### config.mk
export PLATFORM = sky130hd
export DESIGN_NAME = fpu_scheduler
export DESIGN_NICKNAME = d
export VERILOG_FILES = /design/src/rtl/fpu_sched_pkg.sv /design/src/rtl/fpu_scheduler_rr_arbiter.sv /design/src/rtl/fpu_scheduler.sv
export SDC_FILE = /design/constraint.sdc
export NUM_CORES = 1
export LEC_CHECK = 0
export ABC_AREA = 0
export CORE_AREA = 5 5 139 141
export CTS_CLUSTER_DIAMETER = 150
export CTS_CLUSTER_SIZE = 28
export DETAILED_ROUTE_END_ITERATION = 16
export DIE_AREA = 0 0 144 146
export PLACE_DENSITY = 0.72
export SLEW_MARGIN = 25
export SYNTH_ARGS = -nofsm -noshare
export SYNTH_HDL_FRONTEND = slang
export SYNTH_SLANG_ARGS = --single-unit
export TNS_END_PERCENT = 50
### constraint.sdc
create_clock -name clk -period 5.2 [get_ports clk]
set_input_delay 1.04 -clock clk [delete_from_list [all_inputs] [get_ports clk]]
set_output_delay 1.04 -clock clk [all_outputs]
set_load 0.03 [all_outputs]
### src/rtl/fpu_sched_pkg.sv
// Shared opcodes, FSM encoding and sizing constants for fpu_scheduler.
package fpu_sched_pkg;

    localparam logic [1:0] OP_FADD    = 2'd0;
    localparam logic [1:0] OP_FSUB    = 2'd1;
    localparam logic [1:0] OP_FCONV   = 2'd2;
    localparam logic [1:0] OP_ILLEGAL = 2'd3;

    typedef enum logic [1:0] {
        S_IDLE  = 2'd0,
        S_ISSUE = 2'd1,
        S_WAIT  = 2'd2,
        S_DONE  = 2'd3
    } schedState_t;

    // Latency counter width, wide enough for LATENCY up to 15.
    localparam int unsigned CNT_W = 4;

    // True when the opcode is executed by the add/sub unit.
    function automatic logic usesAdder(input logic [1:0] opcode);
        return (opcode == OP_FADD) || (opcode == OP_FSUB);
    endfunction

endpackage

### src/rtl/fpu_scheduler_rr_arbiter.sv
// Round-robin arbiter: searches from ptr+1 upwards (mod NREQ) for the first request.
module rr_arbiter #(
    parameter int unsigned NREQ = 2
) (
    input  logic [NREQ-1:0]          req,
    input  logic [$clog2(NREQ)-1:0]  ptr,
    output logic [NREQ-1:0]          winner,
    output logic [$clog2(NREQ)-1:0]  winnerIdx,
    output logic                     anyReq
);

    localparam int unsigned IDX_W = $clog2(NREQ);

    logic             found;
    logic [IDX_W-1:0] cand;

    // Pick the first active request after the previous winner.
    always_comb begin
        winner    = '0;
        winnerIdx = '0;
        found     = 1'b0;
        cand      = '0;
        for (int k = 1; k <= int'(NREQ); k++) begin
            cand = IDX_W'((int'(ptr) + k) % int'(NREQ));
            if (!found && req[cand]) begin
                found        = 1'b1;
                winner[cand] = 1'b1;
                winnerIdx    = cand;
            end
        end
        anyReq = |req;
    end

endmodule

### src/rtl/fpu_scheduler.sv
// fpu_scheduler: shares one FP add/sub unit and one int-to-float converter
// between NREQ requesters, one operation in flight, round-robin arbitration.
// Optional statistics counters enabled by defining FPU_SCHED_STATS_EN.
module fpu_scheduler
    import fpu_sched_pkg::*;
#(
    parameter int unsigned NREQ    = 2,
    parameter int unsigned LATENCY = 4,
    parameter int unsigned WIDTH   = 32
) (
    input  logic                    clk,
    input  logic                    reset,
    input  logic [NREQ-1:0]         req,
    input  logic [2*NREQ-1:0]       op,
    input  logic [WIDTH*NREQ-1:0]   opa,
    input  logic [WIDTH*NREQ-1:0]   opb,
    output logic [NREQ-1:0]         grant,
    output logic [NREQ-1:0]         done,
    output logic [WIDTH-1:0]        result,
    output logic                    err,
    output logic                    busy,
    output logic [WIDTH-1:0]        fu_a,
    output logic [WIDTH-1:0]        fu_b,
    output logic                    fu_sub,
    output logic                    fu_add_en,
    output logic                    fu_conv_en,
    input  logic [WIDTH-1:0]        fu_add_result,
    input  logic [WIDTH-1:0]        fu_conv_result,
    output logic [31:0]             stat_ops,
    output logic [31:0]             stat_busy
);

    localparam int unsigned IDX_W = $clog2(NREQ);

    schedState_t      state, stateNext;
    logic [IDX_W-1:0] ptr, ptrNext, winIdx;
    logic [NREQ-1:0]  winner;
    logic             anyReq;
    logic [1:0]       curOp, curOpNext, selOp;
    logic [CNT_W-1:0] cnt, cntNext;
    logic [WIDTH-1:0] selA, selB;

    logic [NREQ-1:0]  grantNext, doneNext;
    logic [WIDTH-1:0] resultNext, fuANext, fuBNext;
    logic             errNext, busyNext, fuSubNext, addEnNext, convEnNext;

    rr_arbiter #(.NREQ(NREQ)) uArb (
        .req       (req),
        .ptr       (ptr),
        .winner    (winner),
        .winnerIdx (winIdx),
        .anyReq    (anyReq)
    );

    // Route the winning requester's opcode and operands.
    always_comb begin
        selOp = OP_FADD;
        selA  = '0;
        selB  = '0;
        for (int i = 0; i < int'(NREQ); i++) begin
            if (winner[i]) begin
                selOp = op[2*i +: 2];
                selA  = opa[WIDTH*i +: WIDTH];
                selB  = opb[WIDTH*i +: WIDTH];
            end
        end
    end

    // State register.
    always_ff @(posedge clk or posedge reset) begin
        if (reset) state <= S_IDLE;
        else       state <= stateNext;
    end

    // Next-state logic.
    always_comb begin
        stateNext = state;
        case (state)
            S_IDLE:  if (anyReq) stateNext = S_ISSUE;
            S_ISSUE: stateNext = (curOp == OP_ILLEGAL) ? S_DONE : S_WAIT;
            S_WAIT:  if (cnt == CNT_W'(1)) stateNext = S_DONE;
            S_DONE:  stateNext = S_IDLE;
            default: stateNext = S_IDLE;
        endcase
    end

    // Next values of the registered outputs and datapath.
    always_comb begin
        ptrNext    = ptr;
        curOpNext  = curOp;
        cntNext    = cnt;
        grantNext  = grant;
        doneNext   = '0;
        resultNext = result;
        errNext    = 1'b0;
        fuANext    = fu_a;
        fuBNext    = fu_b;
        fuSubNext  = fu_sub;
        addEnNext  = fu_add_en;
        convEnNext = fu_conv_en;
        busyNext   = (stateNext != S_IDLE);
        case (state)
            S_IDLE: begin
                if (anyReq) begin
                    grantNext  = winner;
                    ptrNext    = winIdx;
                    curOpNext  = selOp;
                    fuANext    = selA;
                    fuBNext    = selB;
                    fuSubNext  = (selOp == OP_FSUB);
                    addEnNext  = usesAdder(selOp);
                    convEnNext = (selOp == OP_FCONV);
                end
            end
            S_ISSUE: begin
                cntNext = CNT_W'(LATENCY);
                if (curOp == OP_ILLEGAL) begin
                    grantNext  = '0;
                    doneNext   = grant;
                    resultNext = '0;
                    errNext    = 1'b1;
                end
            end
            S_WAIT: begin
                cntNext = cnt - CNT_W'(1);
                if (cnt == CNT_W'(1)) begin
                    grantNext  = '0;
                    doneNext   = grant;
                    addEnNext  = 1'b0;
                    convEnNext = 1'b0;
                    resultNext = (curOp == OP_FCONV) ? fu_conv_result : fu_add_result;
                end
            end
            default: ;
        endcase
    end

    // Output and datapath registers; reset discards any in-flight operation.
    always_ff @(posedge clk or posedge reset) begin
        if (reset) begin
            ptr        <= IDX_W'(NREQ - 1);
            curOp      <= OP_FADD;
            cnt        <= '0;
            grant      <= '0;
            done       <= '0;
            result     <= '0;
            err        <= 1'b0;
            busy       <= 1'b0;
            fu_a       <= '0;
            fu_b       <= '0;
            fu_sub     <= 1'b0;
            fu_add_en  <= 1'b0;
            fu_conv_en <= 1'b0;
        end else begin
            ptr        <= ptrNext;
            curOp      <= curOpNext;
            cnt        <= cntNext;
            grant      <= grantNext;
            done       <= doneNext;
            result     <= resultNext;
            err        <= errNext;
            busy       <= busyNext;
            fu_a       <= fuANext;
            fu_b       <= fuBNext;
            fu_sub     <= fuSubNext;
            fu_add_en  <= addEnNext;
            fu_conv_en <= convEnNext;
        end
    end

`ifdef FPU_SCHED_STATS_EN
    // Completed-operation and busy-cycle counters, wrapping at 2^32.
    always_ff @(posedge clk or posedge reset) begin
        if (reset) begin
            stat_ops  <= '0;
            stat_busy <= '0;
        end else begin
            if (|done) stat_ops  <= stat_ops + 32'd1;
            if (busy)  stat_busy <= stat_busy + 32'd1;
        end
    end
`else
    assign stat_ops  = '0;
    assign stat_busy = '0;
`endif

endmodule

==> qor.yml, run 1 <==
clk_pin_slew_ps: 60
fin_crit_sh_pct: 56.3
cts_tree: "built"
dp_slack_ps: 1800
pwr-share-seq_pct: 27.3
synth_common_cells: "113 x dfrtp_1, 102 x nand2_1, 71 x buf_4, 66 x a22oi_1, 51 x o21ai_0"
power_density_nw_per_um2: 554
dieHeight_um: 146
fill_cells: 1620
hold_path.class: "reg2reg"
slew_headroom_pct: 53.3
ys_top_cells_by_area: "dfrtp_1 49%, buf_4 9.3%, a22oi_1 8.6%, nand2_1 6.7%, mux2i_1 5.8%"
yosysWarnings: 0
irDropWorstVdd_uv: 320
antenna_found_initial: 2
ys_ff_latch: 114
grt_pass1_vias: 5019
design.die.area_um2: 21000
async_flop_share_pct: 100
cp_cell_sequence: "clkdlybuf4s50_1 > a21boi_4 > buf_4 > a22oi_1 > a22o_1"
ctsHoldBuffers: 0
synth_area_per_cell_um2: 9.97
multi_input_area_um2: 2420
ff_latch_area_um2: 2850
port_buffers: 304
syn_area_um2: 5730
fp-row-count: 49
drtIter0Drc: 160
ys_seq_area_share_pct: 49.8
power_frac_comb_pct: 49.7
p_sw_share_pct: 42.2
path_max_fanout: 52
via_count: 5038
die_w_um: 144
ant_nets: 0
gp_congestion: 0.818
hpwl_um: 14500
grt_max_degree: 72
holdPathStages: 2
htreeDepth: 4
hold_violations: 0
cts_setup_buffers: 0
holdWs_ps: 472
root_buffer: "clkbuf_16"
setup_viol: 0
crit_type: "in2reg"
required_ps: 5500
tns_ps: 0
ys.flop_type: "dfrtp_1"
critical_path_arrival_ps: 3230
ios: 369
grt_use_total_pct: 17.2
yosys.cell_types.count: 37
syn_to_final_growth_pct: 62.7
p_leak_nw: 3.96
p_sw_mw: 2.18
start_kind: "primary input"
cts_resized: 0
cts_sinks: 114
drc: 0
cts_buffer_depth: 2
synth_top_area_cell: "dfrtp_1"
start_util_pct: 32.1
internal-power_mw: 2.98
syn_inst: 575
cts_buffers: 17
grt_pass1_wl_um: 28000
fmax_mhz: 341
insertion_delay_ps: 420
clock_skew_ps: 16.9
overflow: 0
synth_most_common_cell: "dfrtp_1"
post-route-min-period_ps: 2930
fin_nets: 1068
grt_setup_unrepaired: "false"
drt-total-wl_um: 18800
antenna_cells: 0
worstMarginPinSlew_ps: 700
cap_violations: 0
worstRegToRegCells: 7
drive_above_1_share_pct: 5.72
wire_per_inst_um: 17.0
synth_top_cell_area_share_pct: 49.3
slew_violations: 0
slowest_delay_ps: 650
synth_edf_count: 0
first_pass_iters: 4
cp_slowest_cell: "clkdlybuf4s50_1"
via_per_inst: 4.57
clkPwrFrac_pct: 23.0
core_um2: 17800
setup.worst_path.end_class: "register"
run_status: "completed"
setup_ws_ps: 2270
-- metal layers --
metal / track usage (%) / up-vias / wire [µm]
li1: - / 2489 / -
met5: 0 / - / 27
met4: 5.37 / 4 / 223
met3: 9.00 / 19 / 2590
met2: 28.0 / 248 / 8900
met1: 19.5 / 2278 / 7030
-- final cells by class --
class                           count  area share, %
Clock inverter                     13           1.73
Multi-Input combinational cell    409           26.0
Tap cell                          229           3.07
Sequential cell                   114           30.6
Timing Repair Buffer              311           33.5
Clock buffer                       19           4.75
Inverter                            8          0.349
-- worst max-delay path: cells and delay by family --
family / cells / cell delay, ps
compound gates: 3 / 970
buf+inv: 2 / 1210
-- through the flow --
step	utilization (%)	total power, mW	std cells	instance area [µm²]
finish	52.2	5.16	1103	9320
global route	52.2	5.51	1103	9320
CTS	52.2	5.24	1103	9320
detailed placement	48.9	4.03	1071	8720
global placement	48.7	3.98	1070	8700
floorplan	-	3.05	638	5970
-- final timing paths --
check,start,endpoint,slack (ps)
setup / recovery,req[1],fu_add_en$_DFFE_PP0P_,2270
hold / removal,result[15]$_DFFE_PP0P_,result[15]$_DFFE_PP0P_,470
setup reg to reg,state[0]$_DFF_PP0_,result[11]$_DFFE_PP0P_,2840
hold reg to reg,result[15]$_DFFE_PP0P_,result[15]$_DFFE_PP0P_,470
max in group asynchronous,reset,fu_a[25]$_DFFE_PP0P_,3300
min in group asynchronous,reset,fu_b[0]$_DFFE_PP0P_,1080
-- layout by cell type, fill, tap and decap left out, types with 6 or more instances in the layout --
| master | Yosys | final |
|---|---|---|
| nand2_1 | 102 | 102 |
| a22oi_1 | 66 | 66 |
| conb_1 | 1 | 64 |
| o21ai_0 | 51 | 51 |
| clkdlybuf4s50_1 | 0 | 304 |
| ha_1 | 7 | 7 |
| dfrtp_1 | 113 | 113 |
| mux2i_1 | 33 | 33 |
| o21ai_1 | 20 | 20 |
| o31ai_1 | 33 | 33 |
| inv_1 | 7 | 6 |
| clkbuf_16 | 0 | 17 |
-- sequential cells by signal (all words and copies together), names as in the netlist, 2 cells and up --
| signal | count |
|---|---|
| fu_a | 32 |
| state | 2 |
| cnt | 4 |
| fu_b | 32 |
| done | 2 |
| grant | 2 |
| curOp | 2 |
| result | 32 |
-- power by group through the flow --
stage | registers [mW] | logic (mW) | clock network (mW)
floorplan | 1.96 | 1.09 | 0
global placement | 1.41 | 2.57 | 0
detailed placement | 1.42 | 2.60 | 0
CTS | 1.42 | 2.61 | 1.22
global route | 1.45 | 2.79 | 1.26
finish | 1.41 | 2.57 | 1.19
-- logic make-up after synthesis --
| family | count (synthesis) | share of synthesized area (%) |
|---|---|---|
| mux | 34 | 5.96 |
| other cells | 1 | 0.0654 |
| simple gates | 119 | 8.47 |
| fa+ha+maj | 7 | 1.53 |
| buf+inv | 115 | 12.7 |
| compound gates | 185 | 21.5 |
| flops | 114 | 49.8 |
No activity file was read; power rests on OpenSTA's default activity.
==> run 2: changes to the inputs <==
Clock period 5.2 ns to 2.9 ns, I/O delays scaled along.
==> qor.yml, run 2 (synthesis results as in run 1) <==
drt-total-wl_um: 18400
insertion_delay_ps: 400
root_buffer: "clkbuf_16"
cts_resized: 0
drc: 0
cts_buffers: 17
drtIter0Drc: 108
irDropWorstVdd_uv: 587
power_frac_comb_pct: 50.3
via_count: 5061
start_kind: "register"
cp_cell_sequence: "inv_1 > ha_1 > inv_2 > o211ai_4 > buf_12 > nand2_1 > o31ai_1"
setup_viol: 0
pwr-share-seq_pct: 27.1
fin_cells: 1104
path_max_fanout: 64
cp_slowest_cell: "dfrtp_1"
cts_buffer_depth: 2
hold_path.class: "reg2reg"
reg_top3: "fu_a x32, fu_b x32, result x32"
fin_crit_sh_pct: 74.0
fill_cells: 1672
port_buffers: 304
design.die.area_um2: 21000
drive_above_1_share_pct: 5.71
required_ps: 3200
grt_pass1_vias: 5215
ant_nets: 0
setup.worst_path.end_class: "register"
design_area_um2: 9370
fin_nets: 1070
cap_violations: 0
slowest_delay_ps: 410
min_from: "result[12]$_DFFE_PP0P_"
final_cell_mix: "304 x clkdlybuf4s50_1, 113 x dfrtp_1, 102 x nand2_1"
layout_commonest_cell: "clkdlybuf4s50_1"
clk_pin_slew_ps: 50
cp-startpoint: "state[0]$_DFF_PP0_"
cts_sinks: 114
die_w_um: 144
fmax_mhz: 466
cts_setup_buffers: 0
place_inst: 1073
dieHeight_um: 146
clock_skew_ps: 6.07
ff_latch_area_um2: 2850
first_pass_iters: 4
antenna_found_initial: 0
clkPwrFrac_pct: 22.6
core_um2: 17800
holdWs_ps: 469
post-route-min-period_ps: 2140
internal-power_mw: 5.43
overflow: 0
critical_path_arrival_ps: 2440
syn_to_final_growth_pct: 63.4
place_area_um2: 8770
multi_input_area_um2: 2420
power_density_nw_per_um2: 992
hold_violations: 0
run_status: "completed"
slew_headroom_pct: 57.2
cts_tree: "built"
wire_per_inst_um: 16.7
r2r-start: "state[0]$_DFF_PP0_"
grt_max_degree: 115
slew_violations: 0
antenna_cells: 0
grt_setup_unrepaired: "false"
start_util_pct: 32.1
dp_slack_ps: 581
p_sw_mw: 3.86
worstMarginPinSlew_ps: 642
p_leak_nw: 3.98
p_sw_share_pct: 41.6
ios: 369
total_power_mw: 9.29
fp-row-count: 49
grt_pass1_wl_um: 28400
setup_ws_ps: 755
hpwl_um: 14100
ctsHoldBuffers: 0
gp_congestion: 0.789
tns_ps: 0
crit_type: "reg2reg"
htreeDepth: 4
grt_use_total_pct: 17.2
fin_util_pct: 52.5
via_per_inst: 4.58
-- run 2: cell count changes in the layout (fill, tap and decap cells not counted), sizes merged --
cell      previous run  this run
clkinv               6         5
clkinvlp             4         3
buf                  7         9
clkbuf              19        21
inv                  8         7
-- run 2: worst paths after layout --
kind                       slack [ps]  cells after the start                     end
min in group asynchronous         700                      3       done[0]$_DFF_PP0_
max in group asynchronous        1700                      3    fu_b[13]$_DFFE_PP0P_
max                               760                      7  result[30]$_DFFE_PP0P_
min                               470                      2  result[12]$_DFFE_PP0P_
min reg2reg                       470                      2  result[12]$_DFFE_PP0P_
max reg2reg                       760                      7  result[30]$_DFFE_PP0P_
-- run 2: per-layer routing --
layer	part of all wire (%)	GRT usage (%)	vias to the layer above	wire, µm
met1	37	18.7	2330	6830
met5	0	0	-	0
li1	-	-	2482	-
met2	49	29.9	233	9050
met4	1.3	5.27	0	244
met3	12	7.69	16	2300
-- run 2: power by group through the flow --
| stage | Clock, mW | Combinational [mW] | Sequential [mW] |
|---|---|---|---|
| global route | 2.23 | 5.08 | 2.61 |
| detailed placement | 0 | 4.73 | 2.54 |
| finish | 2.10 | 4.67 | 2.52 |
| global placement | 0 | 4.68 | 2.52 |
| floorplan | 0 | 1.95 | 3.52 |
| CTS | 2.16 | 4.74 | 2.53 |
-- run 2: critical path: cells and delay by family (launching register included) --
family | cells | cell delay (ps)
flops | 1 | 410
compound gates | 2 | 370
simple gates | 1 | 90
fa+ha+maj | 1 | 390
buf+inv | 3 | 760
-- run 2: cell type report --
class / count / area share [%]
Multi-Input combinational cell: 409 / 25.9
Inverter: 8 / 0.361
Timing Repair Buffer: 313 / 33.9
Sequential cell: 114 / 30.5
Clock buffer: 21 / 4.92
Clock inverter: 10 / 1.43
Tap cell: 229 / 3.06
==> run 3: changes to the inputs <==
Settings changed: CORE_AREA 5 5 139 141 to default, CORE_ASPECT_RATIO from default to 0.75, CORE_MARGIN from default to 5, CORE_UTILIZATION from default to 33, DIE_AREA 0 0 144 146 to default, PLACE_DENSITY 0.72 to 0.77.
Clock period 2.9 ns to 1.82 ns, I/O delays scaled along.
==> qor.yml, run 3 (synthesis results as in run 1) <==
die_w_um: 162
cts_tree: "built"
start_kind: "register"
layout_commonest_cell: "clkdlybuf4s50_1"
critPathTopFamily: "buffers and inverters"
fin_crit_sh_pct: 97.9
hpwl_um: 14700
fmax_mhz: 562
cts_sinks: 114
drc: 0
gp_congestion: 0.811
via_count: 5268
tns_ps: 0
irDropWorstVdd_uv: 773
path_depth: 1
crit_type: "reg2out"
overflow: 0
insertion_delay_ps: 410
fp-row-count: 41
reg2reg_to: "result[8]$_DFFE_PP0P_"
drtIter0Drc: 227
via_per_inst: 4.72
required_ps: 1460
htreeDepth: 4
cp_slowest_cell: "clkdlybuf4s50_1"
power_density_nw_per_um2: 1550
cts_buffer_depth: 2
design_area_um2: 9590
fin_nets: 1095
clock_skew_ps: 9.47
start_util_pct: 33.9
grt_max_degree: 65
setup_viol: 0
dieHeight_um: 124
worstRegToRegCells: 7
hold_path.class: "in2async"
antenna_cells: 0
cts_buffers: 17
clk_pin_slew_ps: 60
cap_violations: 0
path_buf_inv: 1
run_status: "completed"
syn_to_final_growth_pct: 67.4
root_buffer: "clkbuf_16"
cp-startpoint: "result[5]$_DFFE_PP0P_"
holdWs_ps: 268
reg_top3: "fu_a x32, fu_b x32, result x32"
crit_end: "result[5]"
critical_path_arrival_ps: 1420
setup.worst_path.end_class: "output port"
place_area_um2: 9020
p_leak_nw: 4.77
fin_cells: 1115
final_cell_mix: "203 x clkdlybuf4s50_1, 113 x dfrtp_1, 102 x nand2_1"
ios: 369
setup_ws_ps: 39.1
r2r-start: "cnt[1]$_DFFE_PP0P_"
drive_above_1_share_pct: 8.44
slowest_delay_ps: 670
drt-total-wl_um: 19300
total_power_mw: 14.9
path_max_fanout: 2
wire_per_inst_um: 17.3
post-route-min-period_ps: 1780
dp_slack_ps: -114
antenna_found_initial: 0
grt_pass1_vias: 5257
hold_violations: 0
rrSetupSlack_ps: 130
first_pass_iters: 4
port_buffers: 304
core_um2: 16900
fin_util_pct: 56.7
design.die.area_um2: 20100
place_inst: 1083
slew_violations: 0
grt_pass1_wl_um: 28200
grt_use_total_pct: 17.9
cp_cell_sequence: "clkdlybuf4s50_1"
ant_nets: 0
[run 3: routing by layer]
metal / share of wire, % / vias to the layer above / GRT usage [%]
met5: 0 / - / 0
met4: 1.1 / 0 / 4.75
met3: 12 / 14 / 9.33
met2: 50 / 225 / 30.5
met1: 37 / 2488 / 20.0
li1: - / 2541 / -
[run 3: worst min path at each step]
stage / start / endpoint / slack (ps) / cells after the start
after floorplan: req[0] / ptr$_DFFE_PP1P_ / 430 / 1
after global placement: result[22]$_DFFE_PP0P_ / result[22]$_DFFE_PP0P_ / 460 / 2
after detailed placement: result[19]$_DFFE_PP0P_ / result[19]$_DFFE_PP0P_ / 460 / 2
after CTS: reset / done[0]$_DFF_PP0_ / 250 / 2
after global routing: reset / fu_a[20]$_DFFE_PP0P_ / 270 / 2
final: reset / done[1]$_DFF_PP0_ / 270 / 2
[run 3: layout make-up]
| cell class | count | area, µm² |
|---|---|---|
| Clock buffer | 21 | 450 |
| Inverter | 8 | 33.8 |
| Multi-Input combinational cell | 409 | 2430 |
| Clock inverter | 10 | 111 |
| Fill cell | 1514 | 7340 |
| Timing Repair Buffer | 338 | 3440 |
| Tap cell | 215 | 269 |
| Sequential cell | 114 | 2850 |
[run 3: repair_timing]
action,CTS,global route
buffers inserted,0,0
hold buffers,0,0
resized for setup,74,29
endpoints found under the hold margin,0,0
cloned,0,1
endpoints found under the setup margin,74,51
[run 3: power breakdown]
part           switching [mW]  total [mW]  internal (mW)
sequential              0.503        4.00           3.49
combinational            4.71        7.66           2.96
clock                    1.17        3.21           2.03
total                    6.38        14.9           8.48
